`src/rtl/bldc_commutation_sequencer_if.sv`:
```
// rtl/bldc_commutation_sequencer_if.sv - hall/control inputs and gate/status outputs of the commutation sequencer
interface bldc_commutation_sequencer_if;
  logic [2:0] hall;
  logic       dir;
  logic       enable;
  logic       fault_n;
  logic       pwm_in;
  logic       inha, inla, inhb, inlb, inhc, inlc;
  logic [2:0] sector;
  logic       step_pulse;
  logic       hall_error;
  logic       stalled;
  logic       fault_latched;

  modport master (
    output hall, dir, enable, fault_n, pwm_in,
    input  inha, inla, inhb, inlb, inhc, inlc,
    input  sector, step_pulse, hall_error, stalled, fault_latched
  );

  modport slave (
    input  hall, dir, enable, fault_n, pwm_in,
    output inha, inla, inhb, inlb, inhc, inlc,
    output sector, step_pulse, hall_error, stalled, fault_latched
  );
endinterface

```
`src/rtl/bldc_commutation_sequencer.sv`:
```
// rtl/bldc_commutation_sequencer.sv - six-step BLDC commutation with hall filter, dead time, fault and stall handling
module bldc_commutation_sequencer #(
  parameter int DEADTIME     = 64,
  parameter int HALL_FILTER  = 4,
  parameter int STALL_CYCLES = 16_000_000
) (
  input  logic                         clk,
  input  logic                         reset,
  bldc_commutation_sequencer_if.slave  bus
);
  localparam logic [1:0] IDLE  = 2'd0;
  localparam logic [1:0] DEAD  = 2'd1;
  localparam logic [1:0] DRIVE = 2'd2;
  localparam logic [1:0] FAULT = 2'd3;

  localparam int STALL_W = $clog2(STALL_CYCLES + 1);
  localparam logic [7:0]         DEAD_LOAD  = 8'(DEADTIME);
  localparam logic [3:0]         FILT_N     = 4'(HALL_FILTER);
  localparam logic [STALL_W-1:0] STALL_LAST = STALL_W'(STALL_CYCLES - 1);
  localparam logic [STALL_W-1:0] STALL_MAX  = STALL_W'(STALL_CYCLES);
  localparam logic [STALL_W-1:0] STALL_ONE  = STALL_W'(1);

  logic [2:0]         hall_s1, hall_s2, hall_last;
  logic [3:0]         filt_cnt, filt_next;
  logic               fault_s1, fault_n_sync;
  logic [2:0]         sector, code_sector;
  logic               accept, step_pulse;
  logic [1:0]         state, state_next;
  logic [7:0]         dead_cnt, dead_next;
  logic [STALL_W-1:0] stall_cnt;
  logic [2:0]         gh, gl;
  logic               dir_latched, load_gates;
  logic               set_hall_err, set_stall;
  logic               hall_error, stalled, fault_latched;

  function automatic logic [2:0] decode(input logic [2:0] code);
    logic [2:0] s;
    case (code)
      3'b101:  s = 3'd0;
      3'b100:  s = 3'd1;
      3'b110:  s = 3'd2;
      3'b010:  s = 3'd3;
      3'b011:  s = 3'd4;
      3'b001:  s = 3'd5;
      default: s = 3'd7;
    endcase
    return s;
  endfunction

  // Bit 0 = phase A. Reverse drive is the forward pattern with high and low roles swapped.
  function automatic logic [5:0] pattern(input logic [2:0] s, input logic d);
    logic [2:0] hi, lo;
    case (s)
      3'd0:    begin hi = 3'b100; lo = 3'b010; end
      3'd1:    begin hi = 3'b001; lo = 3'b010; end
      3'd2:    begin hi = 3'b001; lo = 3'b100; end
      3'd3:    begin hi = 3'b010; lo = 3'b100; end
      3'd4:    begin hi = 3'b010; lo = 3'b001; end
      default: begin hi = 3'b100; lo = 3'b001; end
    endcase
    return d ? {hi, lo} : {lo, hi};
  endfunction

  // filt_next counts consecutive equal synchronized samples, including the current one.
  always_comb begin
    filt_next = filt_cnt;
    if (hall_s2 != hall_last) filt_next = 4'd1;
    else if (filt_cnt < FILT_N) filt_next = filt_cnt + 4'd1;
  end

  assign code_sector = decode(hall_s2);
  assign accept      = (filt_next >= FILT_N) && (code_sector != sector);

  always_comb begin
    state_next   = state;
    dead_next    = dead_cnt;
    load_gates   = 1'b0;
    set_hall_err = 1'b0;
    set_stall    = 1'b0;
    if (!fault_n_sync) begin
      state_next = FAULT;
    end else begin
      case (state)
        IDLE: begin
          if (bus.enable && sector != 3'd7) begin
            state_next = DEAD;
            dead_next  = DEAD_LOAD;
          end
        end
        DEAD: begin
          if (!bus.enable) begin
            state_next = IDLE;
          end else if (dead_cnt <= 8'd1) begin
            state_next = (sector == 3'd7) ? IDLE : DRIVE;
            load_gates = (sector != 3'd7);
          end else begin
            dead_next = dead_cnt - 8'd1;
          end
        end
        DRIVE: begin
          if (!bus.enable) begin
            state_next = IDLE;
          end else if (sector == 3'd7) begin
            state_next   = IDLE;
            set_hall_err = 1'b1;
          end else if (stall_cnt >= STALL_LAST) begin
            state_next = FAULT;
            set_stall  = 1'b1;
          end else if (step_pulse || bus.dir != dir_latched) begin
            state_next = DEAD;
            dead_next  = DEAD_LOAD;
          end
        end
        default: begin
          if (!bus.enable) state_next = IDLE;
        end
      endcase
    end
  end

  always_ff @(posedge clk) begin
    if (reset) begin
      hall_s1       <= 3'b111;
      hall_s2       <= 3'b111;
      hall_last     <= 3'b111;
      filt_cnt      <= 4'd0;
      fault_s1      <= 1'b1;
      fault_n_sync  <= 1'b1;
      sector        <= 3'd7;
      step_pulse    <= 1'b0;
      state         <= IDLE;
      dead_cnt      <= 8'd0;
      stall_cnt     <= '0;
      gh            <= 3'b000;
      gl            <= 3'b000;
      dir_latched   <= 1'b0;
      hall_error    <= 1'b0;
      stalled       <= 1'b0;
      fault_latched <= 1'b0;
    end else begin
      hall_s1      <= bus.hall;
      hall_s2      <= hall_s1;
      hall_last    <= hall_s2;
      filt_cnt     <= filt_next;
      fault_s1     <= bus.fault_n;
      fault_n_sync <= fault_s1;
      step_pulse   <= accept;
      if (accept) sector <= code_sector;

      state    <= state_next;
      dead_cnt <= dead_next;
      if (load_gates) begin
        {gh, gl}    <= pattern(sector, bus.dir);
        dir_latched <= bus.dir;
      end else if (state_next != DRIVE) begin
        gh <= 3'b000;
        gl <= 3'b000;
      end

      if (state != DRIVE || step_pulse) stall_cnt <= '0;
      else if (stall_cnt != STALL_MAX) stall_cnt <= stall_cnt + STALL_ONE;

      if (!bus.enable && fault_n_sync) begin
        hall_error    <= 1'b0;
        stalled       <= 1'b0;
        fault_latched <= 1'b0;
      end else begin
        if (!fault_n_sync) fault_latched <= 1'b1;
        if (set_hall_err)  hall_error    <= 1'b1;
        if (set_stall)     stalled       <= 1'b1;
      end
    end
  end

  assign bus.inha          = gh[0] & bus.pwm_in & fault_n_sync;
  assign bus.inhb          = gh[1] & bus.pwm_in & fault_n_sync;
  assign bus.inhc          = gh[2] & bus.pwm_in & fault_n_sync;
  assign bus.inla          = gl[0] & fault_n_sync;
  assign bus.inlb          = gl[1] & fault_n_sync;
  assign bus.inlc          = gl[2] & fault_n_sync;
  assign bus.sector        = sector;
  assign bus.step_pulse    = step_pulse;
  assign bus.hall_error    = hall_error;
  assign bus.stalled       = stalled;
  assign bus.fault_latched = fault_latched;
endmodule

```
`src/flat_wrapper.sv`:
```
// flat-port wrapper written by rule: the top's interface ports become plain ports
module bldc_commutation_sequencer_flat 
#(
  parameter int DEADTIME     = 64,
  parameter int HALL_FILTER  = 4,
  parameter int STALL_CYCLES = 16_000_000
)
  (clk, reset, bus_hall, bus_dir, bus_enable, bus_fault_n, bus_pwm_in, bus_inha, bus_inla, bus_inhb, bus_inlb, bus_inhc, bus_inlc, bus_sector, bus_step_pulse, bus_hall_error, bus_stalled, bus_fault_latched);
  bldc_commutation_sequencer_if bus_i ();
  input  logic clk;
  input  logic reset;
  input wire logic [$bits(bus_i.hall)-1:0] bus_hall;
  input wire logic [$bits(bus_i.dir)-1:0] bus_dir;
  input wire logic [$bits(bus_i.enable)-1:0] bus_enable;
  input wire logic [$bits(bus_i.fault_n)-1:0] bus_fault_n;
  input wire logic [$bits(bus_i.pwm_in)-1:0] bus_pwm_in;
  output wire logic [$bits(bus_i.inha)-1:0] bus_inha;
  output wire logic [$bits(bus_i.inla)-1:0] bus_inla;
  output wire logic [$bits(bus_i.inhb)-1:0] bus_inhb;
  output wire logic [$bits(bus_i.inlb)-1:0] bus_inlb;
  output wire logic [$bits(bus_i.inhc)-1:0] bus_inhc;
  output wire logic [$bits(bus_i.inlc)-1:0] bus_inlc;
  output wire logic [$bits(bus_i.sector)-1:0] bus_sector;
  output wire logic [$bits(bus_i.step_pulse)-1:0] bus_step_pulse;
  output wire logic [$bits(bus_i.hall_error)-1:0] bus_hall_error;
  output wire logic [$bits(bus_i.stalled)-1:0] bus_stalled;
  output wire logic [$bits(bus_i.fault_latched)-1:0] bus_fault_latched;
  assign bus_i.hall = bus_hall;
  assign bus_i.dir = bus_dir;
  assign bus_i.enable = bus_enable;
  assign bus_i.fault_n = bus_fault_n;
  assign bus_i.pwm_in = bus_pwm_in;
  assign bus_inha = bus_i.inha;
  assign bus_inla = bus_i.inla;
  assign bus_inhb = bus_i.inhb;
  assign bus_inlb = bus_i.inlb;
  assign bus_inhc = bus_i.inhc;
  assign bus_inlc = bus_i.inlc;
  assign bus_sector = bus_i.sector;
  assign bus_step_pulse = bus_i.step_pulse;
  assign bus_hall_error = bus_i.hall_error;
  assign bus_stalled = bus_i.stalled;
  assign bus_fault_latched = bus_i.fault_latched;
  bldc_commutation_sequencer #(.DEADTIME(DEADTIME), .HALL_FILTER(HALL_FILTER), .STALL_CYCLES(STALL_CYCLES)) u_core (.clk(clk), .reset(reset), .bus(bus_i));
endmodule
```
`config.mk`:
```
export PLATFORM = sky130hd
export DESIGN_NAME = bldc_commutation_sequencer_flat
export DESIGN_NICKNAME = d
export VERILOG_FILES = /design/src/rtl/bldc_commutation_sequencer_if.sv /design/src/rtl/bldc_commutation_sequencer.sv /design/src/flat_wrapper.sv
export SDC_FILE = /design/constraint.sdc
export NUM_CORES = 1
export LEC_CHECK = 0
export CAP_MARGIN = 20
export CORE_MARGIN = 5
export CORE_UTILIZATION = 35
export CTS_BUF_LIST = sky130_fd_sc_hd__clkbuf_4 sky130_fd_sc_hd__clkbuf_8
export DETAILED_ROUTE_END_ITERATION = 8
export MAX_ROUTING_LAYER = met4
export SYNTH_ARGS = -nofsm -noshare
export SYNTH_HDL_FRONTEND = slang
export SYNTH_SLANG_ARGS = --single-unit
```
`constraint.sdc`:
```
create_clock -name clk -period 6.05 [get_ports clk]
set_input_delay 0.605 -clock clk [delete_from_list [all_inputs] [get_ports clk]]
set_output_delay 0.605 -clock clk [all_outputs]
set_load 0.01 [all_outputs]
```
==> results.toml, run 1 <==
[route]
vias = 2535
via_per_inst = 5.173
drt_drc_violations_left = 0
ant_nets = 0
routed_wl_um = 6349
first_pass_iters = 4
drt_iter0_drc = 84
wl_per_cell_um = 12.96

[floorplanning]
io_pins = 22
start_util_pct = 35.71
die_x_um = 103.9
fp.dieH_um = 103.9
rows = 34
die_area_um2 = 10790
core_area_um2 = 8636

[final_layout]
seqCellArea_um2 = 1261
layout_common_cells = "dfxtp_1, nor2_1, a21oi_1, clkdlybuf4s50_1, nand2_1"
multi_input_area_um2 = 1719
layout_commonest_cell = "dfxtp_1"
n_fill_cell = 866
utilization_pct = 41.71
areaGrowthSynthToFinish_pct = 16.79
final_net_count = 391
antennaDiodeCount = 0
drive_above_1_share_pct = 9.424

[setup_path]
timing.rr.start = "u_core.dead_cnt[0]"
regToRegEndpoint = "u_core.dead_cnt[4]"
worstSetupStartpoint = "u_core.dead_cnt[0]"
worstSetupPathType = "register to register"
crit_path_max_incr_delay_ns = 0.72
critPathMaxFanout = 8
path_cells = "inv_1 > ha_1 > or2_0 > and3_1 > nor3_1 > a31oi_1 > a311oi_1"
critPathRequiredTime_ns = 6.29
reg2reg_depth = 7
cp-end-kind = "register"
startpoint_type = "register"
slowest_stage = "nor3_1"
ff2ff_setup_slack_ns = 3.57
crit_end = "u_core.dead_cnt[4]"
cp.arrival_ns = 2.73

[global_routing]
grt_antenna_before_repair = 0
grt_pass1_vias = 2391
grt_overflow = 0
groute.usage.overall_pct = 12.64
grt_pass1_wl_um = 11160
grt_max_degree = 36

[placement]
port-buffer-count = 21
place_congestion = 0.8182
dp_slack_ns = 3.443
hpwl_um = 4375

[pwr]
ir_worst_vdd_uv = 163.9
finalPower_w = 0.0009047
p_per_area_nw_per_um2 = 251.1
p_leak_nw = 1.272

[synthesis]
syn_avg_cell_area_um2 = 8.567
synthDistinctLibCells = 57
syn_area_um2 = 3084
synth_top_cell_by_area = "dfxtp_1"
syn_inst = 360
ys_async_sr_fraction_pct = 0
yosysSeqAreaShare_pct = 40.89
synth.top_cell.area_share_pct = 40.89
synth_edf_count = 0
synth_warnings = 0
synthFlopType = "dfxtp_1"
ys_seq_elements = 63
synthesis.nets = 374
ys_top_cells_by_area = "dfxtp_1, nor2_1, xor2_1, a21oi_1, xnor2_1"

[timing]
worst_pin_slew_ns = 0.8994
holdWs_ns = 0.4082
hold_violations = 0
slew_headroom_pct = 39.53
finalSetupViolCount = 0
fin_tns_setup_ns = 0
fin_crit_ns = 2.483
fmax_mhz = 402.7
skew_ns = 0.004500
drv_slew = 0
setup_ws_ns = 3.567
fin_crit_sh_pct = 41.05
rsz0062_at_grt = "false"

[clocking]
cts.path.max_buffers = 2
root_buffer = "clkbuf_8"
cts_tree = "built"
cts_made_buffers = 9
htree_num_levels = 3
cts_resized = 0
insertion_delay_ns = 0.34
post-cts-setup-buffers = 0
clock_sinks = 63
cts-hold-fix-buffers = 0
path_clk_slew_ns = 0.07

[outcome]
status = "complete, no violations"

[job]
drv_cap = 0

[min_path]
hold_path_class = "register to register"
min_from = "u_core.hall_s1[2]"
-- kinds of logic after synthesis --
kind of cell / after synthesis / synth area share (%)
simple gates: 165 / 28.72
buf+inv: 27 / 3.367
fa+ha+maj: 5 / 2.028
mux: 4 / 1.501
compound gates: 70 / 16.11
xor+xnor: 26 / 7.383
flops: 63 / 40.89
-- per-layer routing --
layer | routed length, um | global-route usage [%] | up-vias
li1 | - | - | 1320
met1 | 3207 | 15.95 | 1170
met2 | 2845 | 18.81 | 41
met3 | 229 | 5.028 | 4
met4 | 67 | 3.515 | 0
met5 | 0 | - | -
-- worst max-delay path, delay by kind of cell, from the launching register on --
| family | cells | cell delay (ns) |
|---|---|---|
| AOI/OAI and AO/OA | 2 | 0.46 |
| buffers and inverters | 1 | 0.08 |
| adders and majority gates | 1 | 0.25 |
| and+or+nand+nor | 3 | 1.22 |
| DFF | 1 | 0.39 |
-- where the power goes --
part | internal, W | total, W | switching (W)
logic | 0.0000312 | 0.0000675 | 0.0000363
registers | 0.000423 | 0.000436 | 0.0000123
clock network | 0.000246 | 0.000401 | 0.000156
total | 0.000700 | 0.000905 | 0.000204
-- final cells by class --
type | count | share of cell area [%]
clock buffers | 14 | 5.349
clock inverters | 2 | 0.9726
inverters | 11 | 1.146
multi-input cells | 270 | 47.73
flip-flops and latches | 63 | 35.01
well taps | 108 | 3.751
repair buffers | 22 | 6.044
-- state kept, by name, indices dropped and copies added (netlist names) --
name / count
u_core.bus.fault_latched: 1
u_core.bus.hall_error: 1
u_core.bus.sector: 3
u_core.bus.stalled: 1
u_core.bus.step_pulse: 1
u_core.dead_cnt: 8
u_core.dir_latched: 1
u_core.fault_n_sync: 1
u_core.fault_s1: 1
u_core.filt_cnt: 4
u_core.gh: 3
u_core.gl: 3
u_core.hall_last: 3
u_core.hall_s1: 3
u_core.hall_s2: 3
u_core.stall_cnt: 24
u_core.state: 2
-- stage by stage --
step	area (um^2)	std cells
after floorplan	3084	360
after detailed placement	3374	474
after global routing	3602	490
after CTS	3602	490
final	3602	490
after global placement	3374	474
-- worst min path at each step --
stage                          end  cells after the start
4_1_cts          u_core.hall_s2[2]                      1
6_report         u_core.hall_s2[2]                      1
3_5_place_dp   u_core.fault_n_sync                      1
2_1_floorplan  u_core.fault_n_sync                      1
3_3_place_gp     u_core.hall_s2[0]                      1
5_1_grt        u_core.fault_n_sync                      1
-- cells in the mapped netlist (2+ instances only) --
cell type	instances
or3_1	4
xnor2_1	12
or2_2	11
a211o_1	3
mux2i_1	2
a31oi_1	6
dfxtp_1	63
o31ai_1	3
and4_1	3
nor2b_1	7
and2_1	3
nand2_1	20
nor2_1	43
a311oi_1	3
nor3_1	18
and3_1	10
o22a_1	2
inv_1	11
a21oi_1	22
nor4_1	7
a211oi_1	3
nor3b_1	2
clkbuf_1	13
nand2b_1	8
ha_1	5
o21ai_0	5
o2bb2ai_1	6
nand3_1	15
xor2_1	14
nand4_1	5
o21a_1	5
No activity file was read; power rests on OpenSTA's default activity.
==> inputs of run 2 (changes only) <==
==> constraint.sdc (replaced) <==
create_clock -name clk -period 2.3 [get_ports clk]
set_input_delay 0.23 -clock clk [delete_from_list [all_inputs] [get_ports clk]]
set_output_delay 0.23 -clock clk [all_outputs]
set_load 0.01 [all_outputs]
==> results.toml, run 2 (synthesized netlist as in run 1, its figures left out) <==
[clocking]
path_clk_slew_ns = 0.07
insertion_delay_ns = 0.34
root_buffer = "clkbuf_8"
cts_made_buffers = 9
cts.path.max_buffers = 2
post-cts-setup-buffers = 0
htree_num_levels = 3
cts-hold-fix-buffers = 0
cts_tree = "built"
clock_sinks = 63
cts_resized = 0

[setup_path]
critPathRequiredTime_ns = 2.52
cp.arrival_ns = 2.39
startpoint_type = "register"
critPathMaxFanout = 8
worstSetupPathType = "register to register"
cp-end-kind = "register"

[final_layout]
largest_reg_flops = 24
utilization_pct = 42.07
top_regs = "u_core.stall_cnt (24), u_core.dead_cnt (8), u_core.filt_cnt (4)"
layout_commonest_cell = "dfxtp_1"
drive_above_1_share_pct = 12.72
areaGrowthSynthToFinish_pct = 17.81
layout_common_cells = "dfxtp_1, nor2_1, a21oi_1, clkdlybuf4s50_1, nand2_1"
antennaDiodeCount = 0
top_register = "u_core.stall_cnt"
final_net_count = 404

[timing]
worst_pin_slew_ns = 0.8281
skew_ns = 0.006458
drv_slew = 0
fin_crit_ns = 2.172
fmax_mhz = 460.5
fin_tns_setup_ns = 0
rsz0062_at_grt = "false"
slew_headroom_pct = 44.32
hold_violations = 0
fin_crit_sh_pct = 94.42
finalSetupViolCount = 0

[route]
ant_nets = 0
drt_drc_violations_left = 0
wl_per_cell_um = 13.34
vias = 2609
via_per_inst = 5.208
drt_iter0_drc = 142
first_pass_iters = 4
routed_wl_um = 6683

[pwr]
p_leak_nw = 1.300
ir_worst_vdd_uv = 293.1
p_per_area_nw_per_um2 = 588.9
power.switching_w = 0.0005206
internal_power_w = 0.001619
p_seq_share_pct = 53.0
p_sw_share_pct = 24.33
comb_power_share_pct = 9.7
finalPower_w = 0.002140
p_clk_share_pct = 37.4

[min_path]
hold_path_class = "register to register"

[global_routing]
groute.usage.overall_pct = 13.18
grt_max_degree = 35
grt_pass1_vias = 2539
grt_antenna_before_repair = 0
grt_overflow = 0
grt_pass1_wl_um = 11620

[floorplanning]
start_util_pct = 35.71
io_pins = 22
fp.dieH_um = 103.9
die_x_um = 103.9
rows = 34
core_area_um2 = 8636
die_area_um2 = 10790

[job]
drv_cap = 0

[placement]
port-buffer-count = 21
hpwl_um = 4693
place_congestion = 0.8341

[outcome]
status = "complete, no violations"
run 2: cell count changes in the layout (fill, tap and decap cells not counted):
cell,previous run,this run
clkinv_2,1,2
clkbuf_4,0,3
bufinv_16,1,0
buf_4,1,14
ha_1,5,4
and3_1,10,9
dfxtp_1,63,62
and3_2,0,1
dfxtp_2,0,1
clkbuf_8,14,9
ha_2,0,1
run 2: power by group through the flow:
| stage | registers, W | logic, W | clock network, W |
|---|---|---|---|
| floorplan | 0.00115 | 0.000142 | 0 |
| global placement | 0.00116 | 0.000202 | 0 |
| detailed placement | 0.00116 | 0.000206 | 0 |
| CTS | 0.00113 | 0.000207 | 0.000839 |
| global route | 0.00114 | 0.000231 | 0.000896 |
| finish | 0.00113 | 0.000207 | 0.000799 |
run 2: through the flow:
step | cells | setup WS [ns] | hold slack, ns | area [um^2]
detailed placement | 487 | 0.08754 | 0.3980 | 3472
finish | 501 | 0.1283 | 0.4062 | 3633
floorplan | 360 | 0.1475 | 0.3338 | 3084
global placement | 487 | 0.1250 | 0.3913 | 3472
global route | 501 | 0.06223 | 0.4332 | 3633
CTS | 501 | 0.08154 | 0.4102 | 3628
run 2: path summary, 6_finish.rpt:
kind | start | end | slack [ns] | cells after the start
setup reg to reg | u_core.stall_cnt[15] | u_core.dead_cnt[1] | 0.13 | 5
setup / recovery | u_core.stall_cnt[15] | u_core.dead_cnt[1] | 0.13 | 5
hold reg to reg | u_core.hall_s1[0] | u_core.hall_s2[0] | 0.41 | 1
hold / removal | u_core.hall_s1[0] | u_core.hall_s2[0] | 0.41 | 1
run 2: worst max-delay path, cell delays in order (launching register included):
cell	delay, ns
dfxtp_1	0.34
or4_4	0.56
nor3_1	0.19
nor3_1	0.16
o31ai_4	0.47
mux2_4	0.33
run 2: cell type report:
type	count	area, um^2
fillers	865	5002
flip-flops and latches	63	1262
inverters	11	41.29
well taps	108	135.1
repair buffers	35	315.3
clock buffers	12	146.4
clock inverters	2	10.01
multi-input cells	270	1723
run 2: per-layer routing:
| metal | vias to the layer above | wire (um) | GRT usage (%) | share of wire [%] |
|---|---|---|---|---|
| li1 | 1341 | - | - | - |
| met1 | 1225 | 3291 | 16.07 | 49 |
| met5 | - | 0 | - | 0 |
| met3 | 8 | 258 | 4.718 | 3.9 |
| met2 | 35 | 3064 | 20.54 | 46 |
| met4 | 0 | 70 | 3.885 | 1.0 |
==> inputs of run 3 (changes only) <==
--- a/config.mk
+++ b/config.mk
@@ -8,7 +8,7 @@
 export CAP_MARGIN = 20
 export CORE_MARGIN = 5
 export CORE_UTILIZATION = 35
-export CTS_BUF_LIST = sky130_fd_sc_hd__clkbuf_4 sky130_fd_sc_hd__clkbuf_8
+export CTS_BUF_LIST = sky130_fd_sc_hd__clkbuf_16
 export DETAILED_ROUTE_END_ITERATION = 8
 export MAX_ROUTING_LAYER = met4
 export SYNTH_ARGS = -nofsm -noshare
==> results.toml, run 3 (synthesized netlist as in run 1, its figures left out) <==
[outcome]
status = "complete, no violations"

[global_routing]
grt_pass1_vias = 2539
top_usage_layer = "met2"
grt_antenna_before_repair = 0
grt_use_met3_pct = 3.600
use_met2_pct = 20.54
grt_overflow = 0
grt_pass1_wl_um = 11690
grtUsageMet1_pct = 16.30
groute.usage.overall_pct = 13.22
grt_max_degree = 35

[timing]
hold_violations = 0
worst_pin_slew_ns = 0.8302
fin_crit_ns = 2.171
fmax_mhz = 460.6
slew_headroom_pct = 44.18
finalSetupViolCount = 0
drv_slew = 0
fin_tns_setup_ns = 0
fin_crit_sh_pct = 94.40
rsz0062_at_grt = "false"
skew_ns = 0.005462

[clocking]
clock_sinks = 63
root_buffer = "clkbuf_16"
insertion_delay_ns = 0.32
cts_tree = "built"
htree_num_levels = 3
cts_made_buffers = 9
post-cts-setup-buffers = 0
cts-hold-fix-buffers = 0
cts.path.max_buffers = 2
path_clk_slew_ns = 0.05
cts_resized = 0

[setup_path]
ff2ff_setup_slack_ns = 0.13
critPathRequiredTime_ns = 2.50
critPathMaxFanout = 8
timing.rr.start = "u_core.stall_cnt[15]"
regToRegEndpoint = "u_core.dead_cnt[1]"
cp.arrival_ns = 2.37
worstSetupPathType = "register to register"
reg2reg_depth = 5
cp-end-kind = "register"
startpoint_type = "register"

[route]
drt_iter0_drc = 142
ant_nets = 0
routed_wl_um = 6660
via_per_inst = 5.216
wl_per_cell_um = 13.29
vias = 2613
first_pass_iters = 4
drt_drc_violations_left = 0

[final_layout]
areaGrowthSynthToFinish_pct = 20.73
layout_commonest_cell = "dfxtp_1"
top_register = "u_core.stall_cnt"
top_regs = "u_core.stall_cnt (24), u_core.dead_cnt (8), u_core.filt_cnt (4)"
final_cells = 501
final_net_count = 404
antennaDiodeCount = 0
largest_reg_flops = 24
layout_common_cells = "dfxtp_1, nor2_1, a21oi_1, clkdlybuf4s50_1, nand2_1"
drive_above_1_share_pct = 11.96

[placement]
placed_cells = 487
hpwl_um = 4693
port-buffer-count = 21
place_congestion = 0.8341

[job]
drv_cap = 0

[floorplanning]
start_util_pct = 35.71
die_x_um = 103.9
fp.dieH_um = 103.9
io_pins = 22
rows = 34
core_area_um2 = 8636
die_area_um2 = 10790

[min_path]
hold_path_class = "register to register"
min_from = "u_core.hall_s1[0]"
worstHoldPathCells = 1
holdPathEnd = "u_core.hall_s2[0]"

[pwr]
p_per_area_nw_per_um2 = 664.3
ir_worst_vdd_uv = 392.6
p_leak_nw = 1.348
[run 3: layout make-up]
class / count / area, um^2
inverter: 11 / 41.29
sequential: 63 / 1262
tap: 108 / 135.1
clock buffer: 9 / 225.2
clock inverter: 5 / 21.27
timing repair buffer: 35 / 315.3
fill: 862 / 4912
multi-input combinational: 270 / 1723
[run 3: how the worst max path moves through the flow]
| stage | from | end | cells after the start |
|---|---|---|---|
| global placement | u_core.dead_cnt[0] | u_core.dead_cnt[1] | 7 |
| floorplan | u_core.dead_cnt[0] | u_core.dead_cnt[1] | 8 |
| CTS | u_core.dead_cnt[0] | u_core.dead_cnt[1] | 7 |
| detailed placement | u_core.dead_cnt[0] | u_core.dead_cnt[1] | 7 |
| global route | u_core.dead_cnt[1] | u_core.dead_cnt[1] | 7 |
| finish | u_core.stall_cnt[15] | u_core.dead_cnt[1] | 5 |
[run 3: metal layers]
metal / vias up / wire, um
met5: - / 0
met1: 1216 / 3258
met3: 7 / 223
met2: 43 / 3094
met4: 0 / 83
li1: 1347 / -
[run 3: power breakdown]
| group | leakage, nW | internal [W] | switching (W) |
|---|---|---|---|
| clock | 0.135 | 0.000699 | 0.000432 |
| sequential | 0.511 | 0.00112 | 0.0000201 |
| combinational | 0.702 | 0.0000940 | 0.000113 |
[run 3: stage by stage]
step                      power, W  cell area [um^2]  hold slack [ns]  setup WS (ns)  util, %
final                     0.002474              3724           0.4032         0.1288    43.12
after detailed placement  0.001364              3472           0.3980        0.08754    40.21
after CTS                 0.002513              3719           0.4089        0.08339    43.06
after floorplan           0.001296              3084           0.3338         0.1475        -
after global routing      0.002597              3724           0.4286        0.06510    43.12
after global placement    0.001360              3472           0.3913         0.1250    40.21
[run 3: critical path, stage by stage, from the launching register on]
cell and delay (ns):
dfxtp_1 0.34, or4_4 0.56, nor3_1 0.19, nor3_1 0.16, o31ai_4 0.47, mux2_4 0.33
